## src/rtl/glip_stream_arbiter_pkg.sv

```systemverilog
// rtl/glip_stream_arbiter_pkg.sv - shared types and constants for the GLIP stream arbiter
//
// Purpose: arbiter state encoding, header marker byte and a width helper.
// Ports:   none (package).
package glip_stream_arbiter_pkg;

    typedef enum logic [1:0] {
        IDLE   = 2'd0,
        HEADER = 2'd1,
        BURST  = 2'd2
    } state_t;

    localparam logic [7:0] HDR_MARKER = 8'hA5;

    // Ceiling log2; clog2(1) = 0.
    function automatic int clog2(input int value);
        int result;
        result = 0;
        for (int i = 0; i < 31; i++) begin
            if ((1 << i) < value) begin
                result = i + 1;
            end
        end
        return result;
    endfunction

endpackage

```

## src/rtl/glip_rr_arbiter.sv

```systemverilog
// rtl/glip_rr_arbiter.sv - combinational round-robin channel pick
//
// Purpose: returns the first requesting channel searching upward from last+1 modulo CHANNELS.
// Ports:   req      - per-channel request
//          last     - index of the channel served most recently
//          gnt_idx  - winning channel index (0 when nothing requests)
//          any_req  - at least one request is present
module glip_rr_arbiter
#(
    parameter int CHANNELS = 4
) (
    input  logic [CHANNELS-1:0] req,
    input  logic [2:0]          last,
    output logic [2:0]          gnt_idx,
    output logic                any_req
);

    logic [7:0] req_ext;

    // Widening to 8 lets a 3-bit index select exactly, whatever CHANNELS is.
    assign req_ext = 8'(req);
    assign any_req = |req;

    // Scan from lowest to highest priority so the final hit is the highest-priority requester.
    always_comb begin
        gnt_idx = 3'd0;
        for (int k = CHANNELS; k >= 1; k--) begin
            if (req_ext[3'((int'(last) + k) % CHANNELS)]) begin
                gnt_idx = 3'((int'(last) + k) % CHANNELS);
            end
        end
    end

endmodule

```

## src/rtl/glip_stream_arbiter.sv

```systemverilog
// rtl/glip_stream_arbiter.sv - round-robin burst arbiter feeding the GLIP FIFO output stream
//
// Purpose: grants one of CHANNELS source streams for up to MAX_BURST words at a time,
//          optionally prefixing each grant with a header word {A5, zeros, grant}.
// Config:  define GLIP_STREAM_ARBITER_HEADER_EN to emit the header word per grant.
// Ports:   clk, rst           - clock, synchronous active-high reset
//          in_valid/in_data   - per-channel source streams (channel c at [c*WIDTH +: WIDTH])
//          in_ready           - per-channel accept
//          out_valid/out_data - merged stream towards fifo_out_valid/fifo_out_data
//          out_ready          - from fifo_out_ready
//          grant              - channel currently served
//          busy               - arbiter is not idle
module glip_stream_arbiter
    import glip_stream_arbiter_pkg::*;
#(
    parameter int WIDTH     = 16,
    parameter int CHANNELS  = 4,
    parameter int MAX_BURST = 16
) (
    input  logic                      clk,
    input  logic                      rst,
    input  logic [CHANNELS-1:0]       in_valid,
    input  logic [CHANNELS*WIDTH-1:0] in_data,
    output logic [CHANNELS-1:0]       in_ready,
    output logic                      out_valid,
    output logic [WIDTH-1:0]          out_data,
    input  logic                      out_ready,
    output logic [2:0]                grant,
    output logic                      busy
);

    localparam int CW    = clog2(MAX_BURST + 1);
    localparam int EXT_W = 8 * WIDTH;

    state_t                state;
    state_t                state_next;
    logic [2:0]            last_grant;
    logic [2:0]            pick;
    logic                  any_req;
    logic [CW-1:0]         count;
    logic [7:0]            valid_ext;
    logic [7:0][WIDTH-1:0] data_ext;
    logic                  sel_valid;
    logic [WIDTH-1:0]      sel_data;

    glip_rr_arbiter #(
        .CHANNELS (CHANNELS)
    ) u_rr (
        .req     (in_valid),
        .last    (last_grant),
        .gnt_idx (pick),
        .any_req (any_req)
    );

    // Pad to eight channels so the 3-bit grant indexes the source mux exactly.
    assign valid_ext = 8'(in_valid);
    assign data_ext  = EXT_W'(in_data);
    assign sel_valid = valid_ext[grant];
    assign sel_data  = data_ext[grant];

`ifdef GLIP_STREAM_ARBITER_HEADER_EN
    logic [WIDTH-1:0] header_word;

    always_comb begin
        header_word                 = '0;
        header_word[WIDTH-1 -: 8]   = HDR_MARKER;
        header_word[7:0]            = {5'd0, grant};
    end
`endif

    always_comb begin
        state_next = state;
        out_valid  = 1'b0;
        out_data   = '0;
        in_ready   = '0;
        case (state)
            IDLE: begin
                if (any_req) begin
`ifdef GLIP_STREAM_ARBITER_HEADER_EN
                    state_next = HEADER;
`else
                    state_next = BURST;
`endif
                end
            end
`ifdef GLIP_STREAM_ARBITER_HEADER_EN
            HEADER: begin
                out_valid = 1'b1;
                out_data  = header_word;
                if (out_ready) begin
                    state_next = BURST;
                end
            end
`endif
            BURST: begin
                out_valid = sel_valid;
                out_data  = sel_data;
                in_ready  = {{(CHANNELS-1){1'b0}}, out_ready} << grant;
                // A gap on the granted source or the last allowed word closes the burst.
                if (!sel_valid || (out_ready && count == CW'(MAX_BURST - 1))) begin
                    state_next = IDLE;
                end
            end
            default: state_next = IDLE;
        endcase
        // Reset kills the handshake in the same cycle so nothing transfers while it is high.
        if (rst) begin
            out_valid = 1'b0;
            in_ready  = '0;
        end
    end

    assign busy = (state != IDLE) && !rst;

    always_ff @(posedge clk) begin
        if (rst) begin
            state      <= IDLE;
            grant      <= 3'd0;
            last_grant <= 3'(CHANNELS - 1);
            count      <= '0;
        end else begin
            state <= state_next;
            if (state == IDLE && any_req) begin
                grant <= pick;
            end
            if (state == BURST) begin
                if (state_next == IDLE) begin
                    last_grant <= grant;
                    count      <= '0;
                end else if (sel_valid && out_ready) begin
                    count <= count + CW'(1);
                end
            end
        end
    end

endmodule

```

## config.mk

```make
export PLATFORM = sky130hd
export DESIGN_NAME = glip_stream_arbiter
export DESIGN_NICKNAME = d
export VERILOG_FILES = /design/src/rtl/glip_stream_arbiter_pkg.sv /design/src/rtl/glip_rr_arbiter.sv /design/src/rtl/glip_stream_arbiter.sv
export SDC_FILE = /design/constraint.sdc
export NUM_CORES = 1
export LEC_CHECK = 0
export BUFFER_PORTS_ARGS = -buffer_cell sky130_fd_sc_hd__buf_2
export CAP_MARGIN = 30
export CORE_MARGIN = 2
export CORE_UTILIZATION = 40
export DETAILED_ROUTE_END_ITERATION = 6
export PLACE_DENSITY = 0.79
export RECOVER_POWER = 50
export SYNTH_ARGS = -nofsm -noshare
export SYNTH_HDL_FRONTEND = slang
export SYNTH_HIERARCHICAL = 1
export SYNTH_SLANG_ARGS = --single-unit
```

## constraint.sdc

```tcl
create_clock -name clk -period 4.2 [get_ports clk]
set_input_delay 0.42 -clock clk [delete_from_list [all_inputs] [get_ports clk]]
set_output_delay 0.42 -clock clk [all_outputs]
set_load 0.1 [all_outputs]
```

; ---- After elaboration in Yosys (flattened, before gate mapping)
; Index checks and enable logic that the tools add are counted.
[op_classes]
shifts = 1
n_lt_le_gt_ge = 5
add_sub_neg = 5
n_mux = 30
reduce_logical = 18
n_eq_ne = 2
bitwise_logic = 4
[op_table]
columns = op, count
row1 = $bmux 16 s3, 1
row2 = $mux 16, 2
row3 = $lt 3x5->1 const B, 4
row4 = $bmux 1 s3, 5
row5 = $mux 3, 4
row6 = $mux 1, 11
row7 = $mux 5, 2
row8 = $mux 4, 2
row9 = $reduce_or 2->1, 4
row10 = $add 5x1->5 const B, 1
row11 = $eq 5x4->1 const B, 1
row12 = $add 2x1->2 const B, 2
row13 = $add 2x2->2 const B, 2
row14 = $and 1x1->1 const A, 4
row15 = $logic_and 1x1->1, 4
row16 = $logic_not 2->1, 2
row17 = $lt 3x4->1 const B, 1
row18 = $mux 2, 2
row19 = $pmux 2 s2, 1
row20 = $reduce_and 2->1, 2
row21 = $reduce_bool 2->1, 2
row22 = $reduce_or 4->1, 1
row23 = $shl 1x3->4, 1
row24 = $eq 2x2->1 const B, 1
row25 = 2 further kinds, 3
[word_totals]
wordCells = 69
input_bits = 71
out_inout_bits = 25
register_bits = 12

; ---- Depth between registers and ports, before layout
; Gate-level depths: netlist of run 1.
[logic_depth]
depth_word = 10
mapped_depth = 6
mapped_depth_nobuf = 6

; ---- Cells and area by module
; Netlist of run 1, hierarchy kept.
[by_module_without_submodules]
columns = module, seq_area_each_um2, area_each_um2, cells_per_inst, n_inst
row1 = glip_stream_arbiter, 260.2, 1237.4, 117, 1
row2 = glip_rr_arbiter, 0.0, 102.6, 16, 1

; ---- Worst setup path before layout of run 1
; No wires, ideal clock.
[synth_timing]
path_type = reg-to-output
start = register grant[2]
end = output in_ready[0]
t_arrival_ns = 3.737
n_path_buf = 1
required_time_ns = 3.780
slack_ns = 0.043
path_stages_with_launch = 5
path_cell_list = dfxtp_1 > or3b_1 > buf_2 > or3b_1 > nor3_1
[synth_via]
elab_chain_len = 3
[synth_lines]
columns = element, line_no
row1 = from (decl), glip_stream_arbiter.sv:28  ; output logic [2:0] grant,
row2 = from (signal assigned), glip_stream_arbiter.sv:124  ; grant <= pick;
row3 = $shl 1x3->4, glip_stream_arbiter.sv:98  ; in_ready = {{(CHANNELS-1){1'b0}}, out_ready} << grant;
row4 = $mux 4, glip_stream_arbiter.sv:76  ; case (state)
row5 = $mux 4, glip_stream_arbiter.sv:107  ; if (rst) begin
row6 = to (decl), glip_stream_arbiter.sv:24  ; output logic [CHANNELS-1:0] in_ready,
; No other way between the ends.

; ---- Worst setup path in the final report of run 1
[layout_timing]
start = register grant[1]
end = output out_data[10]
[layout_via]
elab_chain_len = 3
[layout_lines]
columns = element, line_no
row1 = $bmux 16 s3, glip_stream_arbiter.sv:59  ; assign sel_data = data_ext[grant];
row2 = $mux 16 (implied by the code), glip_stream_arbiter.sv:59
row3 = $mux 16, glip_stream_arbiter.sv:76
row4 = to (decl), glip_stream_arbiter.sv:26  ; output logic [WIDTH-1:0] out_data,
; No other way between the ends. The select of a mux whose other input is x is not followed.

==> results of run 1 <==
[registers in the layout (all words and copies together) (netlist names)]
signal      cells
grant           3
count           5
state           2
last_grant      2
[critical path, stage by stage, from the launching register on]
cell and delay (ns):
dfxtp_1 0.44, clkbuf_1 0.84, mux4_2 0.36, nor2b_1 0.12, clkbuf_1 0.88
[worst paths after layout]
| path | cells after the start | start | slack, ns | endpoint |
|---|---|---|---|---|
| worst min-delay path | 2 | count[4] | 0.49 | count[4] |
| worst min register to register | 2 | count[4] | 0.49 | count[4] |
| worst max register to register | 5 | grant[1] | 1.25 | last_grant[0] |
| worst max-delay path | 4 | grant[1] | 0.84 | out_data[10] |
[layout make-up]
class,count,share of cell area (%)
flip-flops and latches,12,13.45
inverters,4,0.8403
clock buffers,4,2.031
well taps,44,3.081
repair buffers,97,26.75
multi-input cells,101,53.85
[routing by layer]
layer | up-vias | share of wire [%] | routed length [um]
met5 | - | 0 | 0
met4 | 0 | 1.6 | 60
met3 | 7 | 9.4 | 351
met2 | 54 | 53 | 1954
met1 | 612 | 36 | 1353
li1 | 654 | - | -
[placed cells by master, fill, tap and decap left out, drive strengths merged, types with 3 or more instances in the layout]
| cell type | n |
|---|---|
| a21oi | 4 |
| buf | 89 |
| clkbuf | 12 |
| dfxtp | 12 |
| inv | 4 |
| mux2i | 8 |
| mux4 | 16 |
| nand2 | 3 |
| nand2b | 4 |
| nor2 | 13 |
| nor2b | 16 |
| or3 | 3 |
| or3b | 3 |
[metrics by stage]
stage | worst slack, ns | area, um^2
5_1_grt | 0.7246 | 1787
6_report | 0.8351 | 1787
3_5_place_dp | 1.657 | 1799
3_3_place_gp | 1.666 | 1772
2_1_floorplan | 0.05387 | 1301
4_1_cts | 1.337 | 1836
[where the power goes]
| group | switching (uW) | internal [uW] | total (uW) |
|---|---|---|---|
| clock network | 44.1 | 52.9 | 97.0 |
| logic | 106 | 74.0 | 180 |
| registers | 7.65 | 118 | 126 |
| total | 158 | 245 | 403 |
==> results.json, run 1 <==
{
  "rows": 20,
  "first_global_vias": 1216,
  "dr.pass1.iters": 4,
  "vias": 1327,
  "clock_latency_ns": 0.29,
  "use_met3_pct": 3.782,
  "drv_slew": 0,
  "numCtsBuffers": 3,
  "die_x_um": 61.04,
  "syn_inst": 129,
  "layout.nets": 292,
  "ir_drop_v": 0.0001612,
  "overflow": 0,
  "seqCellArea_um2": 240.2,
  "hold_viol_final": 0,
  "boundaryPins": 96,
  "max_slew_margin_pct": 21.57,
  "tightest_slew_ns": 1.182,
  "cp-end-kind": "primary output",
  "rsz0062_at_grt": "no",
  "routed_via_density": 5.065,
  "maxCapViolations": 0,
  "grt-busiest-layer": "met2",
  "routed_wirelength_mm": 3.719,
  "fin_worst_skew_ns": 0.01039,
  "grt_max_degree": 20,
  "final_cells": 262,
  "cts_setup_buffers": 0,
  "antenna_cells": 0,
  "clockBufferDepth": 2,
  "cp.arrival_ns": 2.94,
  "dieArea_um2": 3725,
  "numPortBuffers": 95,
  "dp_hpwl_mm": 3.050,
  "met1_usage_pct": 18.68,
  "fin_crit_sh_pct": 80.12,
  "drive_gt1_share_pct": 53.21,
  "multi_input_area_um2": 962.2,
  "antenna_left": 0,
  "critPathLaunchType": "flip-flop",
  "die_y_um": 61.04,
  "setup_viol": 0,
  "gp_congestion": 0.7415,
  "synth_area_um2": 1301,
  "worstPathRequired_ns": 3.78,
  "grtUsageTotal_pct": 18.94,
  "total_power_uw": 403.2,
  "routedWlPerCell_um": 14.19,
  "synthesis.nets": 202,
  "syn-mean-instance-area_um2": 10.09,
  "min_path_type": "flip-flop to flip-flop",
  "period_needed_ns": 3.365,
  "cts_sinks": 12,
  "cts_tree": "yes",
  "syn2layout_area_growth_pct": 37.31,
  "drtIter0Drc": 62,
  "clk_pin_slew_ns": 0.09,
  "initial_core_util_pct": 42.28,
  "powerDensity_nw_per_um2": 225.7,
  "htreeDepth": 1,
  "ctsResizeCount": 0,
  "crit_type": "flip-flop to primary output",
  "utilization_pct": 58.05,
  "yosysWarnings": 6,
  "p_leak_uw": 0.0008032,
  "grt_pass1_wl_mm": 5.195,
  "critPathMaxFanout": 19,
  "status": "finished, final reports clean",
  "hold_buffers": 0,
  "fmax_mhz": 297.2,
  "grt_antenna_before_repair": 0,
  "drcViolationCount": 0,
  "grt_util_met2_pct": 37.84,
  "nFillCells": 286,
  "core_area_um2": 3078,
  "placed_cells": 258,
  "whs_ns": 0.4949,
  "cts_root_buf": "clkbuf_4",
  "tns_ns": 0
}
Power figures use the tool's default switching activity.
==> run 2: changes to the inputs <==
ABC_AREA = 1   (was not set)
PLACE_DENSITY = 0.76   (was 0.79)
clock period = 3.2 ns   (was 4.2 ns; I/O delays follow)
==> run 2 against run 1 <==
Net effect: area after synthesis increased by 15%; utilization shrank 2.2 points; sequential share of layout area decreased by 1.6 points; hold slack lost 0.17 ns; final area rose by 14%; critical endpoint is now in_ready[3]; largest power group unchanged.
==> results.json, run 2 <==
{
  "vias": 1981,
  "cts_tree": "yes",
  "grt_max_degree": 38,
  "tightest_slew_ns": 1.167,
  "gp_congestion": 0.8918,
  "initial_core_util_pct": 41.15,
  "whs_ns": 0.3218,
  "largest_register_ffs": 5,
  "worstPathRequired_ns": 2.88,
  "die_y_um": 65.14,
  "ir_drop_v": 0.0003162,
  "grt_pass1_wl_mm": 7.231,
  "overflow": 0,
  "numPortBuffers": 95,
  "drtIter0Drc": 100,
  "fin_worst_skew_ns": 0.001180,
  "hold_buffers": 0,
  "clock_latency_ns": 0.24,
  "syn-mean-instance-area_um2": 5.558,
  "status": "finished, final reports clean",
  "utilization_pct": 55.85,
  "fin_crit_sh_pct": 83.22,
  "cp_slowest_cell": "clkbuf_1",
  "rows": 22,
  "max_slew_margin_pct": 22.54,
  "core_area_um2": 3633,
  "drv_slew": 0,
  "total_power_uw": 677.9,
  "cts_sinks": 12,
  "cp.arrival_ns": 2.34,
  "dr.pass1.iters": 4,
  "cts_root_buf": "clkbuf_8",
  "hold_viol_final": 0,
  "htreeDepth": 1,
  "critPathLaunchType": "flip-flop",
  "largest_register": "count",
  "maxCapViolations": 0,
  "boundaryPins": 96,
  "clockBufferDepth": 2,
  "fmax_mhz": 375.5,
  "p_leak_uw": 0.001065,
  "dieArea_um2": 4243,
  "cpPeakStageDelay_ns": 0.86,
  "cts_setup_buffers": 0,
  "min_path_type": "primary input to flip-flop",
  "synthesis.nets": 342,
  "dp_hpwl_mm": 3.486,
  "ctsResizeCount": 0,
  "first_global_vias": 1771,
  "final_cell_mix": "88 x buf_2, 74 x nor2_1, 37 x nand2_1",
  "grtUsageTotal_pct": 20.80,
  "die_x_um": 65.14,
  "clk_pin_slew_ns": 0.05,
  "worstPathBufferInverterCount": 2,
  "final_design_area_no_fill_um2": 2029,
  "yosysWarnings": 6,
  "powerDensity_nw_per_um2": 334.0,
  "synth_area_um2": 1495,
  "layout_commonest_cell": "buf_2",
  "rsz0062_at_grt": "no",
  "placed_cell_area_um2": 2019,
  "drcViolationCount": 0,
  "grt_antenna_before_repair": 0,
  "worstPathCellList": "buf_4, nand3_1, nor2_1, clkbuf_1",
  "routed_wirelength_mm": 4.479,
  "cp-end-kind": "primary output",
  "syn2layout_area_growth_pct": 35.73,
  "top_regs": "count x5, grant x3",
  "numCtsBuffers": 3,
  "antenna_cells": 0,
  "period_needed_ns": 2.663,
  "layout.nets": 430,
  "antenna_left": 0,
  "crit_type": "flip-flop to primary output",
  "routedWlPerCell_um": 11.09,
  "routed_via_density": 4.903,
  "critical-path-top-delay-family": "buffers and inverters",
  "setup_viol": 0,
  "drive_gt1_share_pct": 37.64,
  "tns_ns": 0,
  "syn_inst": 269,
  "critPathMaxFanout": 21
}
## run 2: path summary, 6_finish.rpt
kind             from          end  slack [ns]  depth (start not counted)
max          grant[0]  in_ready[3]        0.54                          4
min               rst     count[3]        0.32                          2
max reg2reg  grant[0]     count[1]        0.97                          9
min reg2reg  count[4]     count[4]        0.47                          2
## run 2: final cells by class
class | instances | area [um^2]
fill | 378 | 1604
multi-input combinational | 216 | 1085
timing repair buffer | 97 | 481.7
sequential | 12 | 240.2
inverter | 27 | 107.6
tap | 48 | 60.06
clock buffer | 4 | 55.05
## run 2: layer usage
layer	vias to the layer above	track usage, %	part of all wire, %
li1	1038	-	-
met4	0	4.167	0.85
met3	4	4.452	8.5
met5	-	0	0
met1	873	23.61	42
met2	66	39.82	49
## run 2: worst reg2reg max path, delay by kind of cell (launching register included)
| kind | cells | cell delay (ns) |
|---|---|---|
| buffers and inverters | 1 | 0.25 |
| flip-flops | 1 | 0.68 |
| AND/OR/NAND/NOR | 8 | 1.20 |
## run 2: power by group
part	internal (uW)	switching, uW	leakage [uW]
sequential	157	13.4	0.0000984
clock	109	57.4	0.0000288
combinational	99.3	242	0.000938
## run 2: metrics by stage
step,std cells,setup WS (ns)
after floorplan,269,-0.08162
after global placement,400,1.027
after detailed placement,400,1.014
after CTS,404,0.7423
after global routing,404,0.3418
final,404,0.5368
==> run 3: changes to the inputs <==
ABC_AREA = 0   (was 1)
PLACE_DENSITY = 0.79   (was 0.76)
clock period = 2.8 ns   (was 3.2 ns; I/O delays follow)
==> run 3 against run 2 <==
Net effect: die area is 12% lower; clock skew is 0.00051 ns lower; combinational power is 12% lower; register-to-register slack worse by 0.49 ns; sequential cell count stayed put; power is 7.6% lower; final area is 0.80% lower; hold slack better by 0.056 ns; sequential share of layout area is 0.16 points higher; largest power group unchanged.
==> results.json, run 3 (synthesis gave the netlist of run 1 again) <==
{
  "rows": 20,
  "p_leak_uw": 0.0008976,
  "cts_sinks": 12,
  "ctsResizeCount": 0,
  "routed_wirelength_mm": 3.621,
  "worstPathCellList": "or3b_1, buf_4, nor2b_4, clkbuf_1",
  "htreeDepth": 1,
  "antenna_cells": 0,
  "numPortBuffers": 95,
  "largest_register_ffs": 5,
  "min_path_type": "primary input to flip-flop",
  "overflow": 0,
  "gp_congestion": 0.7447,
  "cts_tree": "yes",
  "reg2reg_from": "grant[0]",
  "dp_hpwl_mm": 3.037,
  "cp_slowest_cell": "clkbuf_1",
  "fmax_mhz": 399.4,
  "setup_viol": 0,
  "grt_max_degree": 24,
  "tightest_slew_ns": 1.219,
  "die_y_um": 61.04,
  "core_area_um2": 3078,
  "die_x_um": 61.04,
  "cpPeakStageDelay_ns": 0.90,
  "drive_gt1_share_pct": 62.44,
  "placed_cells": 261,
  "layout.nets": 295,
  "syn2layout_area_growth_pct": 54.71,
  "final_cells": 265,
  "initial_core_util_pct": 42.28,
  "routedWlPerCell_um": 13.66,
  "fin_worst_skew_ns": 0.0006697,
  "grt_pass1_wl_mm": 5.347,
  "maxCapViolations": 0,
  "numCtsBuffers": 3,
  "status": "finished, final reports clean",
  "ir_drop_v": 0.0002383,
  "crit_type": "flip-flop to primary output",
  "worstPathRequired_ns": 2.52,
  "whs_path_depth": 2,
  "dieArea_um2": 3725,
  "tns_ns": 0,
  "cts_setup_buffers": 0,
  "vias": 1384,
  "max_slew_margin_pct": 19.06,
  "clockBufferDepth": 2,
  "antenna_left": 0,
  "drcViolationCount": 0,
  "drv_slew": 0,
  "grtUsageTotal_pct": 18.63,
  "cp-end-kind": "primary output",
  "final_cell_mix": "82 x buf_2, 16 x mux4_2, 14 x nor2b_4",
  "hold_viol_final": 0,
  "boundaryPins": 96,
  "cp.arrival_ns": 2.22,
  "fin_crit_sh_pct": 89.41,
  "cts_root_buf": "clkbuf_4",
  "hold_path.startpoint": "rst",
  "critPathLaunchType": "flip-flop",
  "routed_via_density": 5.223,
  "largest_register": "count",
  "first_global_vias": 1338,
  "top_regs": "count x5, grant x3",
  "clk_pin_slew_ns": 0.08,
  "holdPathEnd": "grant[2]",
  "rrSetupSlack_ns": 0.48,
  "period_needed_ns": 2.504,
  "hold_buffers": 0,
  "rsz0062_at_grt": "no",
  "critPathMaxFanout": 9,
  "layout_commonest_cell": "buf_2",
  "dr.pass1.iters": 4,
  "rr_worst_depth": 5,
  "clock_latency_ns": 0.27,
  "grt_antenna_before_repair": 0,
  "r2r-end": "count[3]",
  "drtIter0Drc": 38,
  "powerDensity_nw_per_um2": 311.3
}
## run 3: cell types whose count changed in the layout (fill, tap and decap cells not counted), moves of 7 or more
cell / before / now
nand3_1: 16 / 1
a21oi_2: 18 / 1
inv_1: 21 / 4
nor2_1: 74 / 12
o21ai_0: 29 / 2
nand2_1: 37 / 3
nor2b_4: 0 / 14
o21ai_1: 7 / 0
nand2_2: 8 / 0
mux4_2: 0 / 16
## run 3: worst max-delay path: cells and delay by family (launching register included)
family / cells / cell delay (ns)
buf+inv: 2 / 1.11
flops: 1 / 0.35
simple gates: 2 / 0.49
## run 3: final cells by class
type | instances | area [um^2]
clock buffer | 4 | 36.28
sequential | 12 | 241.5
timing repair buffer | 100 | 578.1
tap | 44 | 55.05
inverter | 4 | 15.01
fill | 268 | 1065
multi-input combinational | 101 | 1087
## run 3: metrics by stage
stage	cell area, um^2	utilization (%)	power (uW)	hold WS [ns]	worst slack (ns)
floorplan	1434	-	419.0	0.4540	0.05290
global placement	2008	65.24	493.1	0.4753	0.6871
detailed placement	2008	65.24	496.9	0.4785	0.6494
CTS	2044	66.42	640.1	0.3685	0.3339
global route	2013	65.41	659.9	0.4019	0.1799
finish	2013	65.41	626.7	0.3775	0.2964
## run 3: per-layer routing
metal / GRT usage, % / routed length [um] / share of wire [%]
met1: 17.48 / 1227 / 34
met2: 38.75 / 1994 / 55
met3: 3.571 / 344 / 9.5
met4: 6.522 / 55 / 1.5
met5: 0 / 0 / 0
## run 3: worst max-delay path by stage
stage                         from           end  slack, ns  depth (start not counted)
after floorplan           grant[1]   in_ready[2]       0.05                          3
after global placement    grant[0]   out_data[8]       0.69                          4
after detailed placement  grant[0]   out_data[8]       0.65                          4
after CTS                 grant[0]   out_data[8]       0.33                          4
after global routing      grant[0]      count[3]       0.18                          5
final                     grant[2]  out_data[12]       0.30                          4
## run 3: power breakdown
group          leakage [uW]  total, uW  switching, uW  internal, uW
clock network     0.0000210        140           61.1          79.0
registers         0.0000983        185           7.73           178
logic              0.000778        301            170           131
